<file path="src/rtl/fetch_unit_pkg.sv">
// Shared definitions for the instruction fetch unit: reset PC, buffer depth,
// FSM state encoding and the buffered {pc, instr} entry.
package fetch_unit_pkg;

  localparam logic [31:0] TEXT_START = 32'h0040_0000;
  localparam int          DEPTH      = 4;

  typedef enum logic [1:0] {
    FETCH,
    DRAIN,
    HALT
  } fetch_state_t;

  typedef struct packed {
    logic [31:0] pc;
    logic [31:0] instr;
  } fetch_entry_t;

endpackage

</file>
<file path="src/rtl/fetch_fifo.sv">
// Synchronous FIFO with flush and occupancy count; used for both the
// instruction buffer and the in-flight request-address queue.
module fetch_fifo #(
  parameter  int WIDTH = 64,
  parameter  int DEPTH = 4,
  localparam int CW    = $clog2(DEPTH + 1),
  localparam int PW    = (DEPTH > 1) ? $clog2(DEPTH) : 1
) (
  input  logic             clk,
  input  logic             rst,
  input  logic             flush,
  input  logic             push,
  input  logic [WIDTH-1:0] push_data,
  input  logic             pop,
  output logic [WIDTH-1:0] head,
  output logic [CW-1:0]    count,
  output logic             full,
  output logic             empty
);

  logic [WIDTH-1:0] mem [DEPTH];
  logic [PW-1:0]    rd_ptr;
  logic [PW-1:0]    wr_ptr;
  logic             do_push;
  logic             do_pop;

  assign empty   = (count == '0);
  assign full    = (count == CW'(DEPTH));
  assign do_pop  = pop && !empty;
  assign do_push = push && (!full || do_pop);
  assign head    = mem[rd_ptr];

  // Pointers wrap explicitly so non-power-of-two depths work.
  function automatic logic [PW-1:0] bump(input logic [PW-1:0] p);
    return (p == PW'(DEPTH - 1)) ? '0 : p + 1'b1;
  endfunction

  // NOTE: storage is deliberately not reset; count and pointers define which
  // words are live, so stale contents are never observed.
  always_ff @(posedge clk) begin
    if (do_push) mem[wr_ptr] <= push_data;
  end

  always_ff @(posedge clk or posedge rst) begin
    if (rst) begin
      rd_ptr <= '0;
      wr_ptr <= '0;
      count  <= '0;
    end else if (flush) begin
      rd_ptr <= '0;
      wr_ptr <= '0;
      count  <= '0;
    end else begin
      if (do_push) wr_ptr <= bump(wr_ptr);
      if (do_pop)  rd_ptr <= bump(rd_ptr);
      count <= count + CW'(do_push) - CW'(do_pop);
    end
  end

endmodule

</file>
<file path="src/rtl/fetch_unit.sv">
// Instruction fetch unit: issues sequential fetches, buffers in-order
// responses for decode, and discards stale responses after a redirect.
module fetch_unit #(
  parameter logic [31:0] TEXT_START = fetch_unit_pkg::TEXT_START,
  parameter int          DEPTH      = fetch_unit_pkg::DEPTH
) (
  input  logic        clk,
  input  logic        rst,
  output logic        imem_req_valid,
  output logic [31:0] imem_req_addr,
  input  logic        imem_req_ready,
  input  logic        imem_resp_valid,
  input  logic [31:0] imem_resp_instr,
  input  logic        redirect_valid,
  input  logic [31:0] redirect_pc,
  output logic        out_valid,
  input  logic        out_ready,
  output logic [31:0] out_instr,
  output logic [31:0] out_pc,
  output logic [31:0] out_pc4,
  output logic        fetch_err
);

  import fetch_unit_pkg::*;

  localparam int CW = $clog2(DEPTH + 1);

  fetch_state_t state;
  logic [31:0]  fetch_pc;
  logic [CW-1:0] discard;
  logic [CW-1:0] buf_count;
  logic [CW-1:0] aq_count;
  logic [CW-1:0] inflight_next;
  fetch_entry_t buf_head;
  fetch_entry_t resp_entry;
  logic [31:0]  aq_head;
  logic         buf_empty, buf_full, aq_empty, aq_full;
  logic         accept, resp, pop;
  logic         redirect_ok, redirect_bad, buf_push, buf_flush;

  // Buffered plus in-flight entries never exceed DEPTH, so the buffer cannot overflow.
  assign imem_req_valid = !rst && (state == FETCH) && !aq_full &&
                          (({1'b0, buf_count} + {1'b0, aq_count}) < (CW + 1)'(DEPTH));
  assign imem_req_addr  = fetch_pc;
  assign accept         = imem_req_valid && imem_req_ready;
  assign resp           = imem_resp_valid && !aq_empty;

  assign redirect_ok    = redirect_valid && (redirect_pc[1:0] == 2'b00) && (state != HALT);
  assign redirect_bad   = redirect_valid && (redirect_pc[1:0] != 2'b00) && (state != HALT);
  assign buf_flush      = redirect_valid && (state != HALT);
  assign buf_push       = resp && (state == FETCH) && !redirect_valid && (!buf_full || pop);
  assign inflight_next  = aq_count + CW'(accept) - CW'(resp);

  assign resp_entry     = '{pc: aq_head, instr: imem_resp_instr};

  assign out_valid      = !buf_empty && (state != HALT);
  assign pop            = out_valid && out_ready;
  assign out_instr      = out_valid ? buf_head.instr : '0;
  assign out_pc         = out_valid ? buf_head.pc : '0;
  assign out_pc4        = out_valid ? buf_head.pc + 32'd4 : '0;

  fetch_fifo #(.WIDTH($bits(fetch_entry_t)), .DEPTH(DEPTH)) u_buf (
    .clk       (clk),
    .rst       (rst),
    .flush     (buf_flush),
    .push      (buf_push),
    .push_data (resp_entry),
    .pop       (pop),
    .head      (buf_head),
    .count     (buf_count),
    .full      (buf_full),
    .empty     (buf_empty)
  );

  // Address queue is never flushed: stale responses still retire their address.
  fetch_fifo #(.WIDTH(32), .DEPTH(DEPTH)) u_addr_q (
    .clk       (clk),
    .rst       (rst),
    .flush     (1'b0),
    .push      (accept),
    .push_data (fetch_pc),
    .pop       (resp),
    .head      (aq_head),
    .count     (aq_count),
    .full      (aq_full),
    .empty     (aq_empty)
  );

  always_ff @(posedge clk or posedge rst) begin
    if (rst) begin
      state     <= FETCH;
      fetch_pc  <= TEXT_START;
      discard   <= '0;
      fetch_err <= 1'b0;
    end else begin
      case (state)
        FETCH, DRAIN: begin
          if (redirect_bad) begin
            state     <= HALT;
            fetch_err <= 1'b1;
            discard   <= '0;
          end else if (redirect_ok) begin
            fetch_pc <= redirect_pc;
            discard  <= inflight_next;
            state    <= (inflight_next != '0) ? DRAIN : FETCH;
          end else if (state == FETCH) begin
            if (accept) fetch_pc <= fetch_pc + 32'd4;
          end else if (resp) begin
            discard <= discard - 1'b1;
            if (discard == CW'(1)) state <= FETCH;
          end
        end
        default: ;
      endcase
    end
  end

endmodule

</file>
<file path="config.mk">
export PLATFORM = sky130hd
export DESIGN_NAME = fetch_unit
export DESIGN_NICKNAME = d
export VERILOG_FILES = /design/src/rtl/fetch_unit_pkg.sv /design/src/rtl/fetch_fifo.sv /design/src/rtl/fetch_unit.sv
export SDC_FILE = /design/constraint.sdc
export NUM_CORES = 1
export LEC_CHECK = 0
export ABC_AREA = 1
export BUFFER_PORTS_ARGS = -buffer_cell sky130_fd_sc_hd__buf_2
export CAP_MARGIN = 20
export CORE_MARGIN = 3
export CORE_UTILIZATION = 54
export DETAILED_ROUTE_END_ITERATION = 10
export PLACE_DENSITY_LB_ADDON = 0.15
export RECOVER_POWER = 100
export SLEW_MARGIN = 20
export SYNTH_ARGS = -nofsm -noshare
export SYNTH_HDL_FRONTEND = slang
export SYNTH_SLANG_ARGS = --single-unit
</file>
<file path="constraint.sdc">
create_clock -name clk -period 4.1 [get_ports clk]
set_clock_uncertainty 0.2 [all_clocks]
set_input_delay 0.41 -clock clk [delete_from_list [all_inputs] [get_ports clk]]
set_output_delay 0.41 -clock clk [all_outputs]
set_load 0.02 [all_outputs]
</file>
==> results_dict.tcl <==
set metrics [dict create \
    grt_busiest_layer "met2" \
    drt-initial-drc-count 1060 \
    rows 69 \
    use_met1 0.3594 \
    layout_common_cells "469 x nand2_1, 384 x edfxtp_1, 378 x nor2_1" \
    hold_viol 0 \
    dieHeight_um 197.9 \
    status "finished with violations" \
    comb_power_share 0.110 \
    grt_pass1_vias 14310 \
    worstMarginPinSlew_ns 2.079 \
    ir_worst_vdd_mv 0.3850 \
    start_kind "flop" \
    drt_pre_antenna_iters 5 \
    syn_nets 2084 \
    diodes 0 \
    coreArea_mm2 0.03591 \
    initial_core_util 0.5537 \
    cts_buffer_depth 3 \
    yosys.area_share.simple 0.2041 \
    via_count 14960 \
    port_buffers 200 \
    syn_area_mm2 0.01989 \
    p_leak_nw 8.859 \
    syn_avg_cell_area_um2 9.993 \
    power_density_mw_per_mm2 440.6 \
    cts-htree-levels 2 \
    synth-edff-count 384 \
    ys_seq_area_frac 0.6454 \
    grt_remaining_overflow 0 \
    max_freq_mhz 257.9 \
    gp_congestion 0.8837 \
    clock_power_share 0.389 \
    route.detailed.drc 0 \
    yosys.area.top_type_share 0.5799 \
    setup_violations 0 \
    fin_crit_ns 3.877 \
    synthAdderAreaFrac 0.01623 \
    arrival_ns 3.27 \
    ys_types 43 \
    synth_mux_area_frac 0 \
    hold_slack_ns 0.02928 \
    grt_pass1_wl_um 77120 \
    clkLatencyLatePin_ns 0.55 \
    setup_tns_ns 0 \
    postLayoutCoreUtil 0.6418 \
    grtUsageTotal 0.2499 \
    syn_inst 1990 \
    switching_share 0.2402 \
    dieArea_mm2 0.03916 \
    root_buffer "clkbuf_16" \
    synth_compound_area_frac 0.08010 \
    io-pin-count 201 \
    synth-xor-area-share 0.007488 \
    synthFlopType "edfxtp_1" \
    gr-usage-met2 0.4077 \
    finalCritPeriodShare 0.9457 \
    hp-class "in -> reg" \
    yosysTopAreaCell "edfxtp_1" \
    maxCapViolCount 4 \
    cts_setup_buffers 0 \
    fill_cells 2906 \
    numCtsBuffers 45 \
    async_flop_share 0.1193 \
    clk_pin_slew_ns 0.07 \
    drive_above_1_share 0.09730 \
    slew_headroom -0.3862 \
    required_ns 3.49 \
    synth_top_family_by_area "simple AND/OR/NAND/NOR gates" \
    post-dp-hpwl_um 31950 \
    synth-seq-cells 436 \
    cts_tree "yes" \
    slew_violations 195 \
    die_w_um 197.9 \
    critPathMaxFanout 48 \
    grt_max_degree 91 \
    avgViaCountPerCell 5.497 \
    switchingPower_mw 2.440 \
    ys_top_cells_by_area "edfxtp_1 58%, nand2_1 8.8%, nor2_1 7.3%" \
    path_class "reg -> out" \
    antenna_left 0 \
    final_nets 2320 \
    grt_use_met3 0.03352 \
    power_frac_seq 0.500 \
    violations "capacitance limit, slew limit" \
    p_int_mw 7.717 \
    antenna_found_initial 0 \
    drt_wl_total_um 49060 \
    yosys_warnings 0 \
    wl_per_cell_um 18.02 \
    layout_commonest_cell "nand2_1" \
    area_growth_pct 15.92 \
    cp-end-kind "output port" \
    clkSinkCount 436 \
]
==> cells by family (layout without fill, tap and decap cells) <==
group	Yosys count	in the layout
AO/OA/AOI/OAI	300	300
XOR/XNOR	17	17
adder cells (fa/ha/maj)	24	24
buffers and inverters	207	478
flip-flops	436	436
AND/OR/NAND/NOR	1006	1006
==> per-stage QoR <==
stage	power [mW]	instance area [um2]	std cells	worst slack, ns
6_report	10.16	23050	2722	0.2227
5_1_grt	10.56	23050	2722	-0.01278
4_1_cts	10.25	23290	2722	0.1976
3_5_place_dp	6.264	21310	2588	0.7722
3_3_place_gp	6.221	21310	2588	0.8238
2_1_floorplan	5.865	19890	1990	-0.4201
==> layer usage <==
metal | wire length (um) | vias to the layer above
li1 | - | 7221
met1 | 21940 | 7142
met2 | 22910 | 532
met3 | 3181 | 69
met4 | 1028 | 0
met5 | 0 | -
==> area by class of cell <==
class	count	area, um2	area share
flip-flops and latches	436	12840	0.5570
multi-input cells	1347	6140	0.2664
clock inverters	25	212.7	0.009228
clock buffers	57	1244	0.05395
inverters	117	460.4	0.01998
well taps	461	576.8	0.02502
repair buffers	279	1579	0.06850
==> repair_timing <==
action / 4_1_cts / 5_1_grt
hold buffers: 52 / 0
endpoints found under the hold margin: 175 / 0
resized for setup: 0 / 4
endpoints found under the setup margin: 0 / 5
==> power by group through the flow <==
| stage | logic (mW) | clock network (mW) | registers (mW) |
|---|---|---|---|
| after global routing | 1.28 | 4.20 | 5.08 |
| final | 1.12 | 3.96 | 5.08 |
| after detailed placement | 1.09 | 0 | 5.17 |
| after global placement | 1.05 | 0 | 5.17 |
| after CTS | 1.13 | 4.04 | 5.08 |
| after floorplan | 0.698 | 0 | 5.17 |
==> final timing paths <==
| check | start | end | slack [ns] | cells past startpoint |
|---|---|---|---|---|
| setup / recovery | state[0] | out_pc4[2] | 0.22 | 9 |
| hold / removal | redirect_pc[24] | imem_req_addr[24] | 0.03 | 5 |
| setup reg to reg | state[0] | u_buf.mem[1][26] | 0.34 | 9 |
| hold reg to reg | fetch_err | fetch_err | 0.27 | 2 |
| max in group asynchronous | rst | u_addr_q.count[0] | 1.23 | 4 |
| min in group asynchronous | rst | u_buf.count[0] | 0.58 | 3 |
==> critical path, cell delays in order (launching register included) <==
cell,delay (ns)
dfrtp_1,0.40
inv_1,0.08
nand2_1,0.09
inv_1,0.07
a31oi_1,0.05
buf_4,0.22
inv_1,1.07
buf_6,0.43
nor2_1,0.12
clkbuf_2,0.18
==> cell usage after synthesis, types with 3 or more instances <==
library cell	n
o22ai_1	32
clkbuf_1	49
ha_1	21
buf_4	9
xor2_1	13
buf_1	3
nor2_2	7
xnor2_1	4
inv_1	110
inv_2	5
fa_1	3
dfrtp_1	51
o21ai_1	5
edfxtp_1	384
nand2_2	9
nand3_1	91
a21oi_1	59
nor2_1	385
buf_6	11
buf_2	17
nand4_1	17
or2_2	4
nor3_1	11
o211ai_1	10
o21ai_0	186
nand2_1	467
nand3b_1	8
==> registers in the layout (all words and copies together) (netlist names) <==
signal           cells
u_buf.mem          256
fetch_err            1
u_buf.wr_ptr         2
u_addr_q.rd_ptr      2
u_addr_q.mem       128
u_buf.count          3
imem_req_addr       32
u_addr_q.count       3
discard              3
u_buf.rd_ptr         2
u_addr_q.wr_ptr      2
state                2
Power figures use the tool's default switching activity.
